--- src/rtl/cpu_types_pkg.sv ---
// cpu_types_pkg
// Basic CPU-wide types: machine word, register index, and the opcode and
// funct encodings of the MIPS-style instruction set (plus the HALT opcode).
// No ports; imported by the pipeline packages and modules.
package cpu_types_pkg;

    typedef logic [31:0] word_t;
    typedef logic [4:0]  regbits_t;

    typedef enum logic [5:0] {
        RTYPE = 6'b000000,
        J     = 6'b000010,
        JAL   = 6'b000011,
        BEQ   = 6'b000100,
        BNE   = 6'b000101,
        ADDI  = 6'b001000,
        ADDIU = 6'b001001,
        SLTI  = 6'b001010,
        SLTIU = 6'b001011,
        ANDI  = 6'b001100,
        ORI   = 6'b001101,
        XORI  = 6'b001110,
        LUI   = 6'b001111,
        LW    = 6'b100011,
        LBU   = 6'b100100,
        LHU   = 6'b100101,
        SB    = 6'b101000,
        SH    = 6'b101001,
        SW    = 6'b101011,
        LL    = 6'b110000,
        SC    = 6'b111000,
        HALT  = 6'b111111
    } opcode_t;

    typedef enum logic [5:0] {
        SLL  = 6'b000000,
        SRL  = 6'b000010,
        JR   = 6'b001000,
        ADD  = 6'b100000,
        ADDU = 6'b100001,
        SUB  = 6'b100010,
        SUBU = 6'b100011,
        AND  = 6'b100100,
        OR   = 6'b100101,
        XOR  = 6'b100110,
        NOR  = 6'b100111,
        SLT  = 6'b101010,
        SLTU = 6'b101011
    } funct_t;

endpackage

--- src/rtl/pipe_types_pkg.sv ---
// pipe_types_pkg
// Pipeline-side types for the hazard tracker: the per-stage shadow record,
// the bubble value, and the decode helpers that turn a fetched word into
// the hazard-relevant fields. No ports.
package pipe_types_pkg;

    import cpu_types_pkg::*;

    typedef struct packed {
        logic     valid;
        opcode_t  opcode;
        regbits_t rs;
        regbits_t rt;
        regbits_t rd;
        logic     RegWrite;
    } stage_info_t;

    typedef struct packed {
        regbits_t rd;
        logic     RegWrite;
    } dest_t;

    localparam stage_info_t BUBBLE = '{
        valid:    1'b0,
        opcode:   RTYPE,
        rs:       '0,
        rt:       '0,
        rd:       '0,
        RegWrite: 1'b0
    };

    // Non-writing instructions report rd = 0 so they never alias a real
    // destination in the forwarding/hazard comparisons.
    function automatic dest_t dest_of(input word_t instr);
        dest_t d;
        d.rd       = '0;
        d.RegWrite = 1'b0;
        case (opcode_t'(instr[31:26]))
            RTYPE: begin
                d.rd       = instr[15:11];
                d.RegWrite = (funct_t'(instr[5:0]) != JR);
            end
            JAL: begin
                d.rd       = 5'd31;
                d.RegWrite = 1'b1;
            end
            ADDI, ADDIU, ANDI, ORI, XORI, SLTI, SLTIU, LUI, LW, LL, SC: begin
                d.rd       = instr[20:16];
                d.RegWrite = 1'b1;
            end
            default: begin
                d.rd       = '0;
                d.RegWrite = 1'b0;
            end
        endcase
        return d;
    endfunction

    function automatic stage_info_t decode(input word_t instr);
        stage_info_t s;
        dest_t       d;
        d          = dest_of(instr);
        s.valid    = 1'b1;
        s.opcode   = opcode_t'(instr[31:26]);
        s.rs       = instr[25:21];
        s.rt       = instr[20:16];
        s.rd       = d.rd;
        s.RegWrite = d.RegWrite;
        return s;
    endfunction

    function automatic logic is_halt(input stage_info_t s);
        return s.valid && (s.opcode == HALT);
    endfunction

endpackage

--- src/rtl/pipe_stage_reg.sv ---
// pipe_stage_reg
// One shadow pipeline register holding a stage_info_t.
// Ports:
//   CLK, nRST - clock and asynchronous active-low reset (resets to a bubble)
//   hold      - keep the current contents
//   clear     - load a bubble; takes priority over hold
//   d         - upstream contents loaded when neither hold nor clear
//   q         - current stage contents
module pipe_stage_reg
    import pipe_types_pkg::*;
(
    input  logic        CLK,
    input  logic        nRST,
    input  logic        hold,
    input  logic        clear,
    input  stage_info_t d,
    output stage_info_t q
);

    always_ff @(posedge CLK or negedge nRST) begin
        if (!nRST) begin
            q <= BUBBLE;
        end else if (clear) begin
            q <= BUBBLE;
        end else if (!hold) begin
            q <= d;
        end
    end

endmodule

--- src/rtl/pipe_hazard_tracker.sv ---
// pipe_hazard_tracker
// Shadows the hazard-relevant fields of every in-flight instruction in
// IF/ID, ID/EX, EX/MEM and MEM/WB, applies the hazard unit's stall/flush
// decisions to them, and tracks halt drain and retired instructions.
// Ports:
//   CLK, nRST                         - clock, async active-low reset
//   if_valid, if_instr                - fetched instruction
//   ifid/idex/exmem/memwb_stall       - per-stage hold from the hazard unit
//   flushed                           - squash what enters IF/ID and ID/EX
//   rs, rt                            - IF/ID source registers
//   idex_*, exmem_*                   - opcode/rd/rt/RegWrite of those stages
//   memwb_rd, memwb_RegWrite          - MEM/WB destination
//   fetch_gate                        - a halt is in flight, stop fetching
//   halt_done                         - halt reached MEM/WB (sticky)
//   retire_cnt                        - count of real instructions into MEM/WB
module pipe_hazard_tracker
    import cpu_types_pkg::*;
    import pipe_types_pkg::*;
#(
    parameter int CNT_W = 32
) (
    input  logic             CLK,
    input  logic             nRST,
    input  logic             if_valid,
    input  word_t            if_instr,
    input  logic             ifid_stall,
    input  logic             idex_stall,
    input  logic             exmem_stall,
    input  logic             memwb_stall,
    input  logic             flushed,
    output regbits_t         rs,
    output regbits_t         rt,
    output opcode_t          idex_opcode,
    output regbits_t         idex_rd,
    output regbits_t         idex_rt,
    output logic             idex_RegWrite,
    output opcode_t          exmem_opcode,
    output regbits_t         exmem_rd,
    output regbits_t         exmem_rt,
    output logic             exmem_RegWrite,
    output regbits_t         memwb_rd,
    output logic             memwb_RegWrite,
    output logic             fetch_gate,
    output logic             halt_done,
    output logic [CNT_W-1:0] retire_cnt
);

    stage_info_t fetch_info;
    stage_info_t ifid_q, idex_q, exmem_q, memwb_q;

    logic ifid_hold,  ifid_clear;
    logic idex_hold,  idex_clear;
    logic exmem_hold, exmem_clear;
    logic memwb_hold, memwb_clear;

    logic ifid_takes_halt;
    logic halt_squashed;
    logic memwb_load;
    logic retire_evt;
    logic halt_arrive;

    // While a halt is outstanding, fetch feeds bubbles instead of real work.
    assign fetch_info = (if_valid && !fetch_gate) ? decode(if_instr) : BUBBLE;

    // Once halt_done is set every stage freezes, overriding flush and stall.
    // Otherwise flush beats hold, hold beats bubble insertion behind a stall.
    assign ifid_hold   = halt_done | ifid_stall;
    assign ifid_clear  = ~halt_done & flushed;
    assign idex_hold   = halt_done | idex_stall;
    assign idex_clear  = ~halt_done & (flushed | (ifid_stall & ~idex_stall));
    assign exmem_hold  = halt_done | exmem_stall;
    assign exmem_clear = ~halt_done & idex_stall & ~exmem_stall;
    assign memwb_hold  = halt_done | memwb_stall;
    assign memwb_clear = ~halt_done & exmem_stall & ~memwb_stall;

    pipe_stage_reg u_ifid (
        .CLK   (CLK),
        .nRST  (nRST),
        .hold  (ifid_hold),
        .clear (ifid_clear),
        .d     (fetch_info),
        .q     (ifid_q)
    );

    pipe_stage_reg u_idex (
        .CLK   (CLK),
        .nRST  (nRST),
        .hold  (idex_hold),
        .clear (idex_clear),
        .d     (ifid_q),
        .q     (idex_q)
    );

    pipe_stage_reg u_exmem (
        .CLK   (CLK),
        .nRST  (nRST),
        .hold  (exmem_hold),
        .clear (exmem_clear),
        .d     (idex_q),
        .q     (exmem_q)
    );

    pipe_stage_reg u_memwb (
        .CLK   (CLK),
        .nRST  (nRST),
        .hold  (memwb_hold),
        .clear (memwb_clear),
        .d     (exmem_q),
        .q     (memwb_q)
    );

    // A flush replaces ID/EX with a bubble, so only a halt sitting in IF/ID
    // is lost to it; a halt already in ID/EX moves on into EX/MEM.
    assign ifid_takes_halt = ~ifid_hold & ~ifid_clear & is_halt(fetch_info);
    assign halt_squashed   = ~halt_done & flushed & is_halt(ifid_q);

    assign memwb_load  = ~memwb_hold & ~memwb_clear;
    assign retire_evt  = memwb_load & exmem_q.valid;
    assign halt_arrive = retire_evt & (exmem_q.opcode == HALT);

    always_ff @(posedge CLK or negedge nRST) begin
        if (!nRST) begin
            fetch_gate <= 1'b0;
        end else if (halt_squashed) begin
            fetch_gate <= 1'b0;
        end else if (ifid_takes_halt) begin
            fetch_gate <= 1'b1;
        end
    end

    always_ff @(posedge CLK or negedge nRST) begin
        if (!nRST) begin
            halt_done  <= 1'b0;
            retire_cnt <= '0;
        end else begin
            if (halt_arrive) begin
                halt_done <= 1'b1;
            end
            if (retire_evt) begin
                retire_cnt <= retire_cnt + CNT_W'(1);
            end
        end
    end

    assign rs             = ifid_q.rs;
    assign rt             = ifid_q.rt;
    assign idex_opcode    = idex_q.opcode;
    assign idex_rd        = idex_q.rd;
    assign idex_rt        = idex_q.rt;
    assign idex_RegWrite  = idex_q.RegWrite;
    assign exmem_opcode   = exmem_q.opcode;
    assign exmem_rd       = exmem_q.rd;
    assign exmem_rt       = exmem_q.rt;
    assign exmem_RegWrite = exmem_q.RegWrite;
    assign memwb_rd       = memwb_q.rd;
    assign memwb_RegWrite = memwb_q.RegWrite;

    // MEM/WB carries the full record like every other stage, but only its
    // destination fields have a consumer.
    logic memwb_unused;
    assign memwb_unused = ^{memwb_q.valid, memwb_q.opcode, memwb_q.rs, memwb_q.rt};

endmodule
--- config.mk ---
export PLATFORM = sky130hd
export DESIGN_NAME = pipe_hazard_tracker
export DESIGN_NICKNAME = d
export VERILOG_FILES = /design/src/rtl/cpu_types_pkg.sv /design/src/rtl/pipe_types_pkg.sv /design/src/rtl/pipe_stage_reg.sv /design/src/rtl/pipe_hazard_tracker.sv
export SDC_FILE = /design/constraint.sdc
export NUM_CORES = 1
export LEC_CHECK = 0
export CAP_MARGIN = 0
export CORE_ASPECT_RATIO = 1.1
export CORE_MARGIN = 8
export CORE_UTILIZATION = 47
export CTS_BUF_LIST = sky130_fd_sc_hd__clkbuf_4 sky130_fd_sc_hd__clkbuf_8
export DETAILED_ROUTE_END_ITERATION = 10
export PLACE_DENSITY = 0.83
export SLEW_MARGIN = 20
export SYNTH_ARGS = -nofsm -noshare
export SYNTH_HDL_FRONTEND = slang
export SYNTH_HIERARCHICAL = 1
export SYNTH_SLANG_ARGS = --single-unit
export TNS_END_PERCENT = 5
--- constraint.sdc ---
create_clock -name CLK -period 3.28 [get_ports CLK]
set_clock_uncertainty 0.05 [all_clocks]
set_input_delay 0.492 -clock CLK [delete_from_list [all_inputs] [get_ports CLK]]
set_output_delay 0.492 -clock CLK [all_outputs]
set_load 0.1 [all_outputs]
### After elaboration in Yosys (flattened, before gate mapping)

Index checks and enable logic that the tools add are counted.

* bits in registers: 104
* bits of input ports: 40
* output and inout bits: 84
* word-level logic and storage cells: 88

* add/sub/neg operators: 1
* equality and inequality tests: 20
* mux-type cells: 12
* bitwise operators: 26
* reductions and logical operators: 7

Operator list (number)
* $mux 23: 7
* $eq 6x4->1 const B: 8
* $eq 6x6->1 const B: 6
* $add 32x1->32 const B: 1
* $pmux 6 s3: 1
* $and 1x1->1: 13
* $mux 6: 2
* $reduce_or 11->1: 1
* $not 1->1: 8
* $eq 6x2->1 const B: 1
* $logic_not 6->1: 1
* $ne 6x4->1 const B: 1
* $or 1x1->1: 5
* $ne 2x1->1 const B: 2
* $ne 2x2->1 const B: 2
* $logic_and 1x1->1: 3
* $mux 1: 2
* $reduce_bool 2->1: 1
* $logic_not 1->1: 1

### Longest topological paths before layout

Gate-level depths: netlist of the first run.

* depth after elaboration: 9
* mapped depth: 7
* gate-level depth less buffers: 7

### Modules after synthesis

Netlist of the first run, hierarchy kept.

By module, submodules not included
* pipe_stage_reg: instances 4, cells an instance 74, area each 950.9 µm², seq. area each 575.6 µm²
* pipe_hazard_tracker: instances 1, cells an instance 197, area each 1889.3 µm², seq. area each 850.8 µm²

### Worst setup path before layout of the first run

OpenSTA, ideal clock, no wires.

* path kind: flip-flop to flip-flop
* from: reg halt_done
* to: reg retire_cnt[26]
* library setup time: 0.162 ns
* data arrival time: 2.368 ns
* required time: 3.068 ns
* setup slack: 0.701 ns
* stages on the path, launching flop included: 7
* buffers on the path: 1
* clock period less this slack: 2.579 ns
* cells stage by stage: dfrtp_1 > nor4b_4 > nand3_2 > or3_1 > buf_6 > nor4_4 > xor2_1

* longest elaborated chain between the ends: 6
* elaborated cells between the ends (all ways): 8
* classes of those cells: 8 x bitwise

Ends and longest elaborated chain
* start: declaration: RTL line pipe_hazard_tracker.sv:44 `output logic halt_done,`
* start signal: assignment: RTL line pipe_hazard_tracker.sv:133 `halt_done <= 1'b0;`
* start signal: assignment: RTL line pipe_hazard_tracker.sv:137 `halt_done <= 1'b1;`
* $not 1->1: RTL line pipe_hazard_tracker.sv:74 `assign memwb_clear = ~halt_done & exmem_stall & ~memwb_stall;`
* $and 1x1->1 (2 in a row): RTL line pipe_hazard_tracker.sv:74
* $not 1->1: RTL line pipe_hazard_tracker.sv:117 `assign memwb_load = ~memwb_hold & ~memwb_clear;`
* $and 1x1->1 *: RTL line pipe_hazard_tracker.sv:117
* $and 1x1->1 *: RTL line pipe_hazard_tracker.sv:118 `assign retire_evt = memwb_load & exmem_q.valid;`
* end signal: assignment: RTL line pipe_hazard_tracker.sv:140 `retire_cnt <= retire_cnt + CNT_W'(1);`
* end: declaration: RTL line pipe_hazard_tracker.sv:45 `output logic [CNT_W-1:0] retire_cnt`

Every way passes the cells marked *; elsewhere a longest branch is shown, timed or not.
A chain may end at the register's enable or synchronous reset.

==> results.sh, run 1 <==
export IMPL_period_share_pct=76.5
export IMPL_start_util_pct=47.7
export IMPL_ctsHoldBuffers=0
export IMPL_endpoint_kind="flip-flop"
export IMPL_insertion_delay_ns=0.35
export IMPL_htreeDepth=3
export IMPL_root_buffer="clkbuf_8"
export IMPL_yosysWarnings=6
export IMPL_max_freq_mhz=399
export IMPL_finalHoldViolCount=0
export IMPL_cts_made_buffers=9
export IMPL_slowest_stage="or4b_2"
export IMPL_rsz0062_at_grt="false"
export IMPL_ir_worst_vdd_mv=0.253
export IMPL_num_vias=3336
export IMPL_rows=38
export IMPL_crit_type="input port to flip-flop"
export IMPL_postCtsSetupRepairBufs=0
export IMPL_synth_area_um2=4650
export IMPL_crit_path_start_kind="input port"
export IMPL_status="finished, final reports clean"
export IMPL_grt_pass1_wl_mm=17.6
export IMPL_cp_max_fo=6
export IMPL_antenna_found_initial=0
export IMPL_crit_required_ns=3.52
export IMPL_antenna_left=0
export IMPL_critical_path_top_delay_family="simple AND/OR/NAND/NOR gates"
export IMPL_track_usage_pct=15.9
export IMPL_dr_pass1_iters=4
export IMPL_setup_viol=0
export IMPL_clock_path_buffers=2
export IMPL_post_route_util_pct=59.3
export IMPL_crit_arrival_ns=2.75
export IMPL_io_pins=124
export IMPL_synth_nets=453
export IMPL_drc=0
export IMPL_io_buffers=118
export IMPL_antennaDiodeCount=0
export IMPL_cts_tree="done"
export IMPL_cts_sinks=99
export IMPL_syn_avg_cell_area_um2=11.3
export IMPL_grt_ovfl_total=0
export IMPL_grt_max_degree=62
export IMPL_fin_crit_ns=2.51
export IMPL_via_per_inst=5.16
export IMPL_die_area_um2=13300
export IMPL_wl_per_cell_um=16.6
export IMPL_cts_resized=0
export IMPL_cpPeakStageDelay_ns=0.65
export IMPL_slew_headroom_pct=34.0
export IMPL_die_h_um=120
export IMPL_core_area_um2=9750
export IMPL_grt_pass1_vias=3505
export IMPL_dp_hpwl_mm=8.09
export IMPL_drive_above_1_share_pct=20.5
export IMPL_maxCapViolCount=0
export IMPL_fin_nets=563
export IMPL_drt_total_wl_mm=10.7
export IMPL_final_setup_tns_ns=0
export IMPL_gp_congestion=0.786
export IMPL_slew_violations=0
export IMPL_cpMostUsedCell="a21oi_1"
export IMPL_drtIter0Drc=181
export IMPL_p_leak_nw=3.00
export IMPL_synthCells=412
export IMPL_powerDensity_nw_per_um2=414
export IMPL_clk_pin_slew_ns=0.10
export IMPL_critPathBufInv=1
export IMPL_crit_chain="clkdlybuf4s50_1, nand2_1, or4b_2, a21oi_1, o21ai_0, a21oi_1, mux2i_1, nor2_1"
export IMPL_hold_class="input port to asynchronous set/reset pin"
export IMPL_synthToLayoutAreaGrowth_pct=24.5
export IMPL_die_w_um=111
export IMPL_tightest_slew_ns=0.986
## routing by layer
metal	track usage, %	vias to the layer above	wire length [um]
met5	0	-	0
met4	5.83	0	91
met3	4.46	9	747
met2	26.2	117	5180
met1	19.4	1604	4720
li1	-	1606	-
## final timing paths
check / to / cells after the start / start / slack (ns)
max: u_ifid/q[2] / 8 / if_instr[27] / 0.77
min: u_exmem/q[1] / 1 / nRST / 0.17
max reg2reg: retire_cnt[26] / 5 / halt_done / 1.09
min reg2reg: retire_cnt[31] / 1 / retire_cnt[31] / 0.44
max in group asynchronous: retire_cnt[24] / 2 / nRST / 2.32
min in group CLK: retire_cnt[31] / 1 / retire_cnt[31] / 0.44
## where the power goes
| part | internal (mW) | switching [mW] | leakage (nW) |
|---|---|---|---|
| registers | 1.24 | 0.0199 | 1.36 |
| logic | 0.103 | 0.214 | 1.53 |
| clock network | 0.397 | 0.421 | 0.106 |
| total | 1.74 | 0.655 | 3.00 |
## placed cells by master, fill, tap and decap left out, types with 2 or more instances in the layout
| master | count |
|---|---|
| and3_1 | 3 |
| and4_1 | 4 |
| inv_1 | 7 |
| nand3_1 | 8 |
| dfrtp_1 | 99 |
| nand2b_1 | 2 |
| nor3_1 | 10 |
| nand4_1 | 9 |
| buf_4 | 81 |
| nor4_1 | 2 |
| nand2_1 | 12 |
| nor2_1 | 83 |
| or3_1 | 2 |
| or2_2 | 3 |
| a21oi_1 | 13 |
| xor2_1 | 20 |
| o21ai_0 | 5 |
| mux2i_1 | 65 |
| clkdlybuf4s50_1 | 40 |
| clkbuf_8 | 11 |
| xnor2_1 | 11 |
| and2_1 | 18 |
## final cells by class
type | instances | area [um^2]
clock inverter | 5 | 60.1
timing repair buffer | 122 | 1030
sequential | 99 | 2480
tap | 120 | 150
fill | 804 | 3970
inverter | 7 | 26.3
multi-input combinational | 283 | 1890
clock buffer | 11 | 151
## sequential cells by signal (all words and copies together), names as in the netlist
| signal | count |
|---|---|
| halt_done | 1 |
| fetch_gate | 1 |
| u_idex/q | 18 |
| retire_cnt | 32 |
| u_ifid/q | 23 |
| u_memwb/q | 6 |
| u_exmem/q | 18 |
## through the flow
step / power, mW / cell area, um^2 / hold WS (ns) / setup slack, ns / instances
CTS: 2.42 / 5780 / 0.176 / 0.829 / 647
global route: 2.49 / 5780 / 0.221 / 0.667 / 647
finish: 2.39 / 5780 / 0.169 / 0.772 / 647
global placement: 1.59 / 5570 / 0.411 / 0.551 / 631
detailed placement: 1.60 / 5570 / 0.430 / 0.472 / 631
floorplan: 1.50 / 4650 / 0.146 / 0.701 / 412
(Power assumes the default switching activity.)
==> run 2: changes to the inputs <==
--- a/config.mk
+++ b/config.mk
@@ -11,7 +11,7 @@
 export CORE_UTILIZATION = 47
 export CTS_BUF_LIST = sky130_fd_sc_hd__clkbuf_4 sky130_fd_sc_hd__clkbuf_8
 export DETAILED_ROUTE_END_ITERATION = 10
-export PLACE_DENSITY = 0.83
+export PLACE_DENSITY = 0.86
 export SLEW_MARGIN = 20
 export SYNTH_ARGS = -nofsm -noshare
 export SYNTH_HDL_FRONTEND = slang
==> constraint.sdc (replaced) <==
create_clock -name CLK -period 2.1 [get_ports CLK]
set_clock_uncertainty 0.05 [all_clocks]
set_input_delay 0.315 -clock CLK [delete_from_list [all_inputs] [get_ports CLK]]
set_output_delay 0.315 -clock CLK [all_outputs]
set_load 0.1 [all_outputs]
==> results.sh, run 2 (synthesis results as in run 1) <==
export IMPL_largestRegisters="retire_cnt (32), u_ifid/q (23)"
export IMPL_wl_per_cell_um=16.1
export IMPL_slew_violations=0
export IMPL_hold_class="input port to asynchronous set/reset pin"
export IMPL_insertion_delay_ns=0.37
export IMPL_maxCapViolCount=0
export IMPL_drt_total_wl_mm=10.9
export IMPL_post_route_util_pct=62.0
export IMPL_final_cell_area_um2=6040
export IMPL_antennaDiodeCount=0
export IMPL_drc=0
export IMPL_powerDensity_nw_per_um2=622
export IMPL_clk_pin_slew_ns=0.09
export IMPL_grt_pass1_wl_mm=18.3
export IMPL_via_per_inst=5.16
export IMPL_antenna_found_initial=0
export IMPL_grt_max_degree=40
export IMPL_largest_register="retire_cnt"
export IMPL_multiInputGateArea_um2=1910
export IMPL_rows=38
export IMPL_crit_path_start_kind="input port"
export IMPL_synthToLayoutAreaGrowth_pct=30.1
export IMPL_seqCellArea_um2=2510
export IMPL_die_area_um2=13300
export IMPL_slew_headroom_pct=52.6
export IMPL_die_w_um=111
export IMPL_io_buffers=118
export IMPL_num_vias=3489
export IMPL_core_area_um2=9750
export IMPL_finalHoldViolCount=0
export IMPL_crit_arrival_ns=2.25
export IMPL_largest_reg_flops=32
export IMPL_clock_path_buffers=2
export IMPL_die_h_um=120
export IMPL_antenna_left=0
export IMPL_grt_ovfl_total=0
export IMPL_gp_congestion=0.816
export IMPL_max_freq_mhz=501
export IMPL_place_ws_ns=-0.347
export IMPL_dr_pass1_iters=4
export IMPL_cts_tree="done"
export IMPL_cp_max_fo=6
export IMPL_holdWs_ns=0.395
export IMPL_root_buffer="clkbuf_8"
export IMPL_htreeDepth=3
export IMPL_io_pins=124
export IMPL_drtIter0Drc=163
export IMPL_ir_worst_vdd_mv=0.314
export IMPL_cts_made_buffers=9
export IMPL_track_usage_pct=16.7
export IMPL_status="finished, final reports clean"
export IMPL_tightest_slew_ns=0.710
export IMPL_setup_viol=0
export IMPL_endpoint_kind="flip-flop"
export IMPL_fin_crit_ns=2.00
export IMPL_crit_required_ns=2.35
export IMPL_cts_sinks=99
export IMPL_final_fill_count=771
export IMPL_p_leak_nw=3.12
export IMPL_start_util_pct=47.7
export IMPL_layout_commonest_cell="buf_4"
export IMPL_place_area_um2=5810
export IMPL_dp_hpwl_mm=8.58
export IMPL_drive_above_1_share_pct=30.9
export IMPL_grt_pass1_vias=3690
export IMPL_crit_type="input port to flip-flop"
export IMPL_final_cell_mix="buf_4, nor2_1, dfrtp_1, mux2i_1, clkdlybuf4s50_1"
export IMPL_finalWorstSetupSlack_ns=0.103
export IMPL_period_share_pct=95.1
export IMPL_fin_nets=592
## run 2: changes by cell type in the layout (fill, tap and decap cells not counted), sizes merged
cell / before / now
buf: 82 / 117
clkbuf: 11 / 9
clkdlybuf4s50: 40 / 32
clkinv: 2 / 1
clkinvlp: 1 / 2
dlygate4sd3: 0 / 1
dlymetal6s2s: 0 / 1
inv: 8 / 10
## run 2: cell type report
cell class                 instances  share of cell area [%]
clock buffer                       9                    2.05
clock inverter                     7                    1.41
inverter                           7                   0.435
multi-input combinational        283                    31.7
sequential                        99                    41.5
tap                              120                    2.48
timing repair buffer             151                    20.4
## run 2: final timing paths
check                               start  slack (ns)  cells past startpoint              to
setup reg to reg                halt_done        0.16                      5  retire_cnt[26]
min in group CLK             if_instr[26]        0.42                      5    u_ifid/q[16]
hold reg to reg            retire_cnt[31]        0.43                      1  retire_cnt[31]
max in group asynchronous            nRST        0.94                      3   retire_cnt[5]
setup / recovery             if_instr[27]        0.10                      9     u_ifid/q[4]
hold / removal                       nRST        0.40                      2  retire_cnt[25]
## run 2: where the power goes
part	switching (mW)	internal (mW)	total, mW
combinational	0.336	0.181	0.517
sequential	0.0323	1.94	1.97
clock	0.698	0.573	1.27
total	1.07	2.69	3.76
## run 2: per-layer routing
layer,global-route usage (%),up-vias,wire (um)
met5,0,-,0
met4,8.11,0,280
met3,4.80,17,720
met2,28.3,107,5380
met1,18.9,1699,4510
li1,-,1666,-
## run 2: through the flow
stage          total power [mW]  setup TNS, ns  std cells
3_3_place_gp               2.51          -3.35        659
3_5_place_dp               2.53          -5.85        659
5_1_grt                    3.91       -0.00622        676
6_report                   3.76              0        676
4_1_cts                    3.80              0        676
2_1_floorplan              2.35         -0.224        412
## run 2: timing repair
action	in CTS	in global routing
buffers inserted	0	0
resized for setup	0	4
hold buffers	1	0
endpoints found under the setup margin	0	6
endpoints found under the hold margin	36	0
## run 2: worst max-delay path, cell delays in order
cell and delay [ns]:
clkdlybuf4s50_1 0.47, nand2_1 0.07, or4b_2 0.65, a21oi_2 0.17
buf_4 0.15, o21ai_0 0.08, a21oi_1 0.16, mux2i_1 0.09
nor2_1 0.11
